$ cat src/rtl/jtpopeye_sdram_arb.sv
// Shares one SDRAM read port between main CPU ROM (bytes) and OBJ ROM (32-bit words).
// Define JTPOPEYE_MAIN_CACHE_EN to keep the main word as a one-line cache across CPU accesses.
module jtpopeye_sdram_arb #(
  parameter logic [21:0] OBJ_BASE = 22'h4000
) (
  input  logic        clk,
  input  logic        rst_n,
  input  logic        downloading,
  input  logic        loop_rst,
  input  logic        main_cs,
  input  logic [14:0] main_addr,
  output logic [7:0]  main_dout,
  output logic        main_ok,
  input  logic [12:0] obj_addr,
  output logic [31:0] obj_dout,
  output logic        obj_ok,
  output logic        ready,
  output logic        sdram_req,
  output logic [21:0] sdram_addr,
  input  logic        sdram_ack,
  input  logic        data_rdy,
  input  logic [31:0] data_read,
  output logic        refresh_en
);

  typedef enum logic [1:0] {IDLE, REQ, WAIT} state_t;

  state_t      state;
  logic [1:0]  rdy_pipe;
  logic        main_valid, obj_valid, last_obj, serve_obj;
  logic [12:0] main_tag, obj_tag, lat_tag;
  logic [31:0] main_word, obj_word;
  logic        main_vld_eff, main_hit, obj_hit;
  logic        main_pend, obj_pend, sel_obj, abort;
  logic [21:0] main_sd_addr, obj_sd_addr;

  assign abort = downloading | loop_rst;
  assign ready = rdy_pipe[1];

  always_ff @(posedge clk or negedge rst_n)
    if (!rst_n) rdy_pipe <= 2'b00;
    else        rdy_pipe <= {rdy_pipe[0], ~abort};

`ifdef JTPOPEYE_MAIN_CACHE_EN
  assign main_vld_eff = main_valid;
`else
  logic main_cs_d, main_rise;

  always_ff @(posedge clk or negedge rst_n)
    if (!rst_n) main_cs_d <= 1'b0;
    else        main_cs_d <= main_cs;

  // A new CPU access is treated as a miss from its first cycle on.
  assign main_rise    = main_cs & ~main_cs_d;
  assign main_vld_eff = main_valid & ~main_rise;
`endif

  assign main_hit  = main_vld_eff & (main_tag == main_addr[14:2]);
  assign obj_hit   = obj_valid & (obj_tag == obj_addr);
  assign main_ok   = main_cs & main_hit;
  assign obj_ok    = obj_hit;
  assign main_pend = ready & main_cs & ~main_hit;
  assign obj_pend  = ready & ~obj_hit;
  // Round-robin: OBJ takes a tie unless it was the last one served.
  assign sel_obj   = obj_pend & (~main_pend | ~last_obj);

  assign main_sd_addr = {8'd0, main_addr[14:2], 1'b0};
  assign obj_sd_addr  = OBJ_BASE + {8'd0, obj_addr, 1'b0};

  assign obj_dout   = obj_word;
  assign refresh_en = ready & (state == IDLE) & ~main_pend & ~obj_pend;

  always_comb begin
    main_dout = main_word[7:0];
    case (main_addr[1:0])
      2'd0: main_dout = main_word[7:0];
      2'd1: main_dout = main_word[15:8];
      2'd2: main_dout = main_word[23:16];
      2'd3: main_dout = main_word[31:24];
      default: main_dout = main_word[7:0];
    endcase
  end

  always_ff @(posedge clk or negedge rst_n) begin
    if (!rst_n) begin
      state      <= IDLE;
      sdram_req  <= 1'b0;
      sdram_addr <= 22'd0;
      main_valid <= 1'b0;
      obj_valid  <= 1'b0;
      main_tag   <= 13'd0;
      obj_tag    <= 13'd0;
      lat_tag    <= 13'd0;
      main_word  <= 32'd0;
      obj_word   <= 32'd0;
      last_obj   <= 1'b0;
      serve_obj  <= 1'b0;
    end else if (abort) begin
      state      <= IDLE;
      sdram_req  <= 1'b0;
      main_valid <= 1'b0;
      obj_valid  <= 1'b0;
    end else begin
`ifndef JTPOPEYE_MAIN_CACHE_EN
      if (main_rise) main_valid <= 1'b0;
`endif
      case (state)
        IDLE: begin
          if (main_pend | obj_pend) begin
            serve_obj  <= sel_obj;
            sdram_addr <= sel_obj ? obj_sd_addr : main_sd_addr;
            lat_tag    <= sel_obj ? obj_addr : main_addr[14:2];
            sdram_req  <= 1'b1;
            state      <= REQ;
          end
        end
        REQ: begin
          if (sdram_ack) begin
            sdram_req <= 1'b0;
            state     <= WAIT;
          end
        end
        WAIT: begin
          // Tag records the latched address, so a moved address simply re-pends.
          if (data_rdy) begin
            if (serve_obj) begin
              obj_word  <= data_read;
              obj_tag   <= lat_tag;
              obj_valid <= 1'b1;
            end else begin
              main_word  <= data_read;
              main_tag   <= lat_tag;
              main_valid <= 1'b1;
            end
            last_obj <= serve_obj;
            state    <= IDLE;
          end
        end
        default: begin
          state     <= IDLE;
          sdram_req <= 1'b0;
        end
      endcase
    end
  end

endmodule

$ cat config.mk
export PLATFORM = sky130hd
export DESIGN_NAME = jtpopeye_sdram_arb
export DESIGN_NICKNAME = d
export VERILOG_FILES = /design/src/rtl/jtpopeye_sdram_arb.sv
export SDC_FILE = /design/constraint.sdc
export NUM_CORES = 1
export LEC_CHECK = 0
export CAP_MARGIN = 20
export CORE_MARGIN = 4
export CORE_UTILIZATION = 45
export DETAILED_ROUTE_END_ITERATION = 8
export PLACE_DENSITY = 0.74
export SLEW_MARGIN = 20
export SYNTH_ARGS = -nofsm -noshare
export SYNTH_HDL_FRONTEND = slang
export SYNTH_SLANG_ARGS = --single-unit
$ cat constraint.sdc
create_clock -name clk -period 4.3 [get_ports clk]
set_input_delay 1.075 -clock clk [delete_from_list [all_inputs] [get_ports clk]]
set_output_delay 1.075 -clock clk [all_outputs]
set_load 0.01 [all_outputs]
Word level (Yosys, flattened, before mapping)
Index checks and enable logic that the tools add are counted.
{ "op_classes": {"addsub": 1, "reduce_logical": 12, "eq_ne": 11, "bitwise_logic": 24, "n_mux": 21} }
{ "op_table": {"columns": ["cell", "n"], "rows": [
  ["$pmux 8 s4", 1],
  ["$eq 13x13->1", 2],
  ["$add 15x14->16 const A", 1],
  ["$mux 16", 1],
  ["$reduce_and 3->1", 5],
  ["$mux 13", 1],
  ["$and 1x1->1", 12],
  ["$mux 1", 12],
  ["$not 1->1", 9],
  ["$mux 2", 4],
  ["$reduce_and 4->1", 2],
  ["$eq 2x2->1 const B", 3],
  ["$ne 3x3->1 const B", 2],
  ["$pmux 2 s3", 1],
  ["$reduce_bool 2->1", 3],
  ["$eq 2x1->1 const B", 2],
  ["$logic_not 2->1", 2],
  ["$ne 3x2->1 const B", 1],
  ["$or 1x1->1", 3],
  ["$pmux 1 s3", 1],
  ["$ne 2x2->1 const B", 1]
]} }
{ "word_totals": {"input_bits": 67, "register_bits": 135} }

Logic depth before layout (Yosys ltp)
{ "logic_depth": {"ltp_word": 11, "ltp_mapped": 8, "ltp_nobuf": 7} }

Worst setup path after synthesis
No wires, ideal clock.
{ "synth_path": {"path_type": "input to output", "start": "in obj_addr[4]", "end": "out refresh_en", "required_ns": 3.225, "t_arrival_ns": 2.222, "path_stages": 6, "path_buffers": 0, "path_slack_ns": 1.003, "cell_sequence": "xnor2_1 nand4_1 or4_4 inv_2 nand2_1 nor2_1"} }
{ "synth_via": {"elab_chain_len": 6} }
{ "synth_rtl": {"columns": ["element", "line", "source"], "rows": [
  ["start: declaration", "14", "input logic [12:0] obj_addr,"],
  ["$eq 13x13->1", "59", "assign obj_hit = obj_valid & (obj_tag == obj_addr);"],
  ["$and 1x1->1", "59", null],
  ["via obj_ok", "16", "output logic obj_ok,"],
  ["$not 1->1", "63", "assign obj_pend = ready & ~obj_hit;"],
  ["$and 1x1->1", "63", null],
  ["$not 1->1", "71", "assign refresh_en = ready & (state == IDLE) & ~main_pend & ~obj_pend;"],
  ["$and 1x1->1", "71", null],
  ["end: declaration", "23", "output logic refresh_en"]
]} }
The timed path passes the listed nets, and every way through them passes these cells.

Worst setup path after layout
{ "layout_path": {"start": "in obj_addr[10]", "end": "out obj_ok"} }
{ "layout_via": {"elab_chain_len": 2} }
{ "layout_rtl": {"columns": ["element", "line"], "rows": [
  ["$eq 13x13->1", "59"],
  ["$and 1x1->1", "59"],
  ["end: declaration", "16"]
]} }
No other way between the ends.

==> results.py <==
metrics = {
    "worst_setup_path": {
        "worstPathMaxFanout": 2,
        "worstSetupPathType": "input pin to output pin",
        "arrival_ns": 3.15,
        "required_ns": 3.22,
        "endpoint_kind": "output pin",
        "worst-r2r-cell-count": 7,
        "crit_path_start_kind": "input pin",
    },
    "layout": {
        "area_delta_synth_final_pct": 39.3,
        "drive_above_1_share_pct": 23.2,
        "diodes": 0,
        "final_nets": 553,
        "final_cells": 635,
    },
    "floorplanning": {
        "num_rows": 37,
        "die_h_um": 113,
        "die_w_um": 113,
        "fp.coreArea_um2": 10500,
        "pin_count": 134,
        "initial_core_util_pct": 47.0,
        "dieArea_um2": 12700,
    },
    "clocking": {
        "cts_buffers": 17,
        "cts_tree": "built",
        "cts_root_buf": "clkbuf_8",
        "cts_setup_buffers": 0,
        "clk_latency_ns": 0.50,
        "htree_levels": 4,
        "path_clk_slew_ns": 0.06,
        "cts.repair.resized": 1,
        "clockBufferDepth": 2,
        "holdBufCountCts": 0,
        "cts.sinks": 113,
    },
    "sta": {
        "worst_pin_slew_ns": 0.975,
        "timing.fmax_mhz": 237,
        "hold_viol_final": 0,
        "layout_min_cycle_time_ns": 4.22,
        "maxSlewViolCount": 0,
        "finalCritPeriodShare_pct": 98.2,
        "skew_ns": 0.00929,
        "setup_viol": 0,
        "max_slew_margin_pct": 35.0,
        "finalSetupTns_ns": 0,
        "rsz0062_at_grt": "false",
    },
    "yosys": {
        "yosysTopAreaCell": "dfrtp_1",
        "ys.flop_type": "dfrtp_1",
        "synth.ff_latch_count": 113,
        "synth_top_cell_area_share_pct": 57.2,
        "synth.most_common_cell": "dfrtp_1",
        "synth.area.top_cells": "dfrtp_1 (57%), mux2_2 (13%), mux2_1 (7.5%), xnor2_1 (4.6%), mux4_2 (3.6%)",
        "synth_edf_count": 0,
        "synthCells": 349,
        "yosysSeqAreaShare_pct": 57.2,
        "synth_commonest_cells": "dfrtp_1 (113), mux2_2 (57), mux2_1 (33), xnor2_1 (26), nor2_1 (19)",
        "async_flop_share_pct": 100,
        "synth.distinct_cells": 31,
        "syn-cell-area_um2": 4940,
        "yosys_warnings": 0,
        "syn_area_per_cell_um2": 14.2,
    },
    "grt": {
        "grt_pass1_wl_um": 19200,
        "gr-total-overflow": 0,
        "antenna_found_initial": 0,
        "grtUsageTotal_pct": 19.3,
        "grt_pass1_vias": 3726,
        "grt_max_degree": 79,
    },
    "worst_hold_path": {
        "whs_path_depth": 0,
        "hp-class": "flop to flop",
    },
    "drt": {
        "ant_nets": 0,
        "drt_wl_total_um": 11700,
        "drt_iter0_drc": 139,
        "wl_per_cell_um": 18.5,
        "viasPerCell": 5.16,
        "route.detailed.drc": 0,
        "firstDrtPassIters": 4,
        "vias": 3278,
    },
    "placement": {
        "place_congestion": 0.873,
        "dp_hpwl_um": 8500,
        "post-place-cells": 603,
        "numPortBuffers": 125,
    },
    "power": {
        "p_per_area_nw_per_um2": 398,
        "max-vdd-ir-drop_v": 0.000279,
        "leakage_nw": 3.27,
    },
    "outcome": {
        "status": "complete, no violations",
    },
    "job": {
        "maxCapViolCount": 0,
    },
}
[worst paths after layout]
check / slack, ns / end / start
max: 0.08 / obj_ok / obj_addr[10]
min: 0.35 / rdy_pipe[1] / rdy_pipe[0]
max reg2reg: 1.99 / lat_tag[6] / obj_tag[5]
min reg2reg: 0.35 / rdy_pipe[1] / rdy_pipe[0]
max in group asynchronous: 2.71 / obj_dout[26] / rst_n
min in group asynchronous: 0.71 / lat_tag[9] / rst_n
[through the flow]
step | worst slack, ns | hold slack, ns | power [W] | area [um2] | util [%]
2_1_floorplan | 1.00 | 0.331 | 0.00128 | 4970 | -
3_3_place_gp | 0.0192 | 0.332 | 0.00147 | 6330 | 60.2
3_5_place_dp | -0.0605 | 0.343 | 0.00148 | 6330 | 60.2
4_1_cts | 0.0557 | 0.354 | 0.00277 | 6880 | 65.5
5_1_grt | 0.0101 | 0.363 | 0.00285 | 6880 | 65.5
6_report | 0.0776 | 0.347 | 0.00274 | 6880 | 65.5
[placed cells by master, fill, tap and decap left out, types with 2 or more instances in the layout]
cell,n
mux4_2,8
inv_2,3
conb_1,8
nand4_1,7
dfrtp_1,113
clkbuf_16,16
clkdlybuf4s50_1,123
mux2_1,33
clkinv_4,4
xnor2_1,26
buf_4,10
mux2i_1,14
a21oi_1,15
inv_1,4
mux2_2,57
nand2_1,9
inv_6,3
clkinvlp_4,5
nand3_1,2
o21ai_0,3
nor2_1,19
[layer usage]
layer,vias up,wire (um),track usage (%)
met5,-,0,0
met4,0,129,5.61
met3,15,964,8.18
met2,109,6050,32.8
met1,1664,4590,22.4
li1,1490,-,-
[flip-flops by register name (all words and copies together), names as in the netlist]
register and count:
main_word 32, obj_dout 32, main_tag 13, obj_tag 13, lat_tag 12, rdy_pipe 2, sdram_addr 2, state 2
last_obj 1, main_cs_d 1, main_valid 1, obj_valid 1, sdram_req 1
[logic make-up (layout without fill, tap and decap cells)]
kind of cell | after synthesis | in the layout | share of synthesized area (%)
xor+xnor | 26 | 26 | 4.61
buf+inv | 31 | 174 | 3.42
flops | 113 | 113 | 57.2
other cells | 1 | 8 | 0.0759
mux | 112 | 112 | 27.0
compound gates | 23 | 23 | 3.44
simple gates | 43 | 43 | 4.23
[critical path, cell delays in order]
cell,delay (ns)
clkdlybuf4s50_1,0.51
xnor2_1,0.14
nand4_1,0.16
or4_4,0.55
inv_2,0.07
buf_4,0.11
clkdlybuf4s50_1,0.53
[power by group]
group / internal (W) / leakage [nW] / switching [W]
clock network: 0.000772 / 0.254 / 0.000510
logic: 0.000171 / 1.49 / 0.000130
registers: 0.00111 / 1.53 / 0.0000440
[layout make-up]
type / count / area, um2
Fill cell: 816 / 3630
Multi-Input combinational cell: 212 / 1970
Clock inverter: 14 / 134
Timing Repair Buffer: 135 / 1340
Sequential cell: 113 / 2830
Clock buffer: 18 / 418
Tap cell: 136 / 170
Inverter: 7 / 26.3
Power figures use the tool's default switching activity.
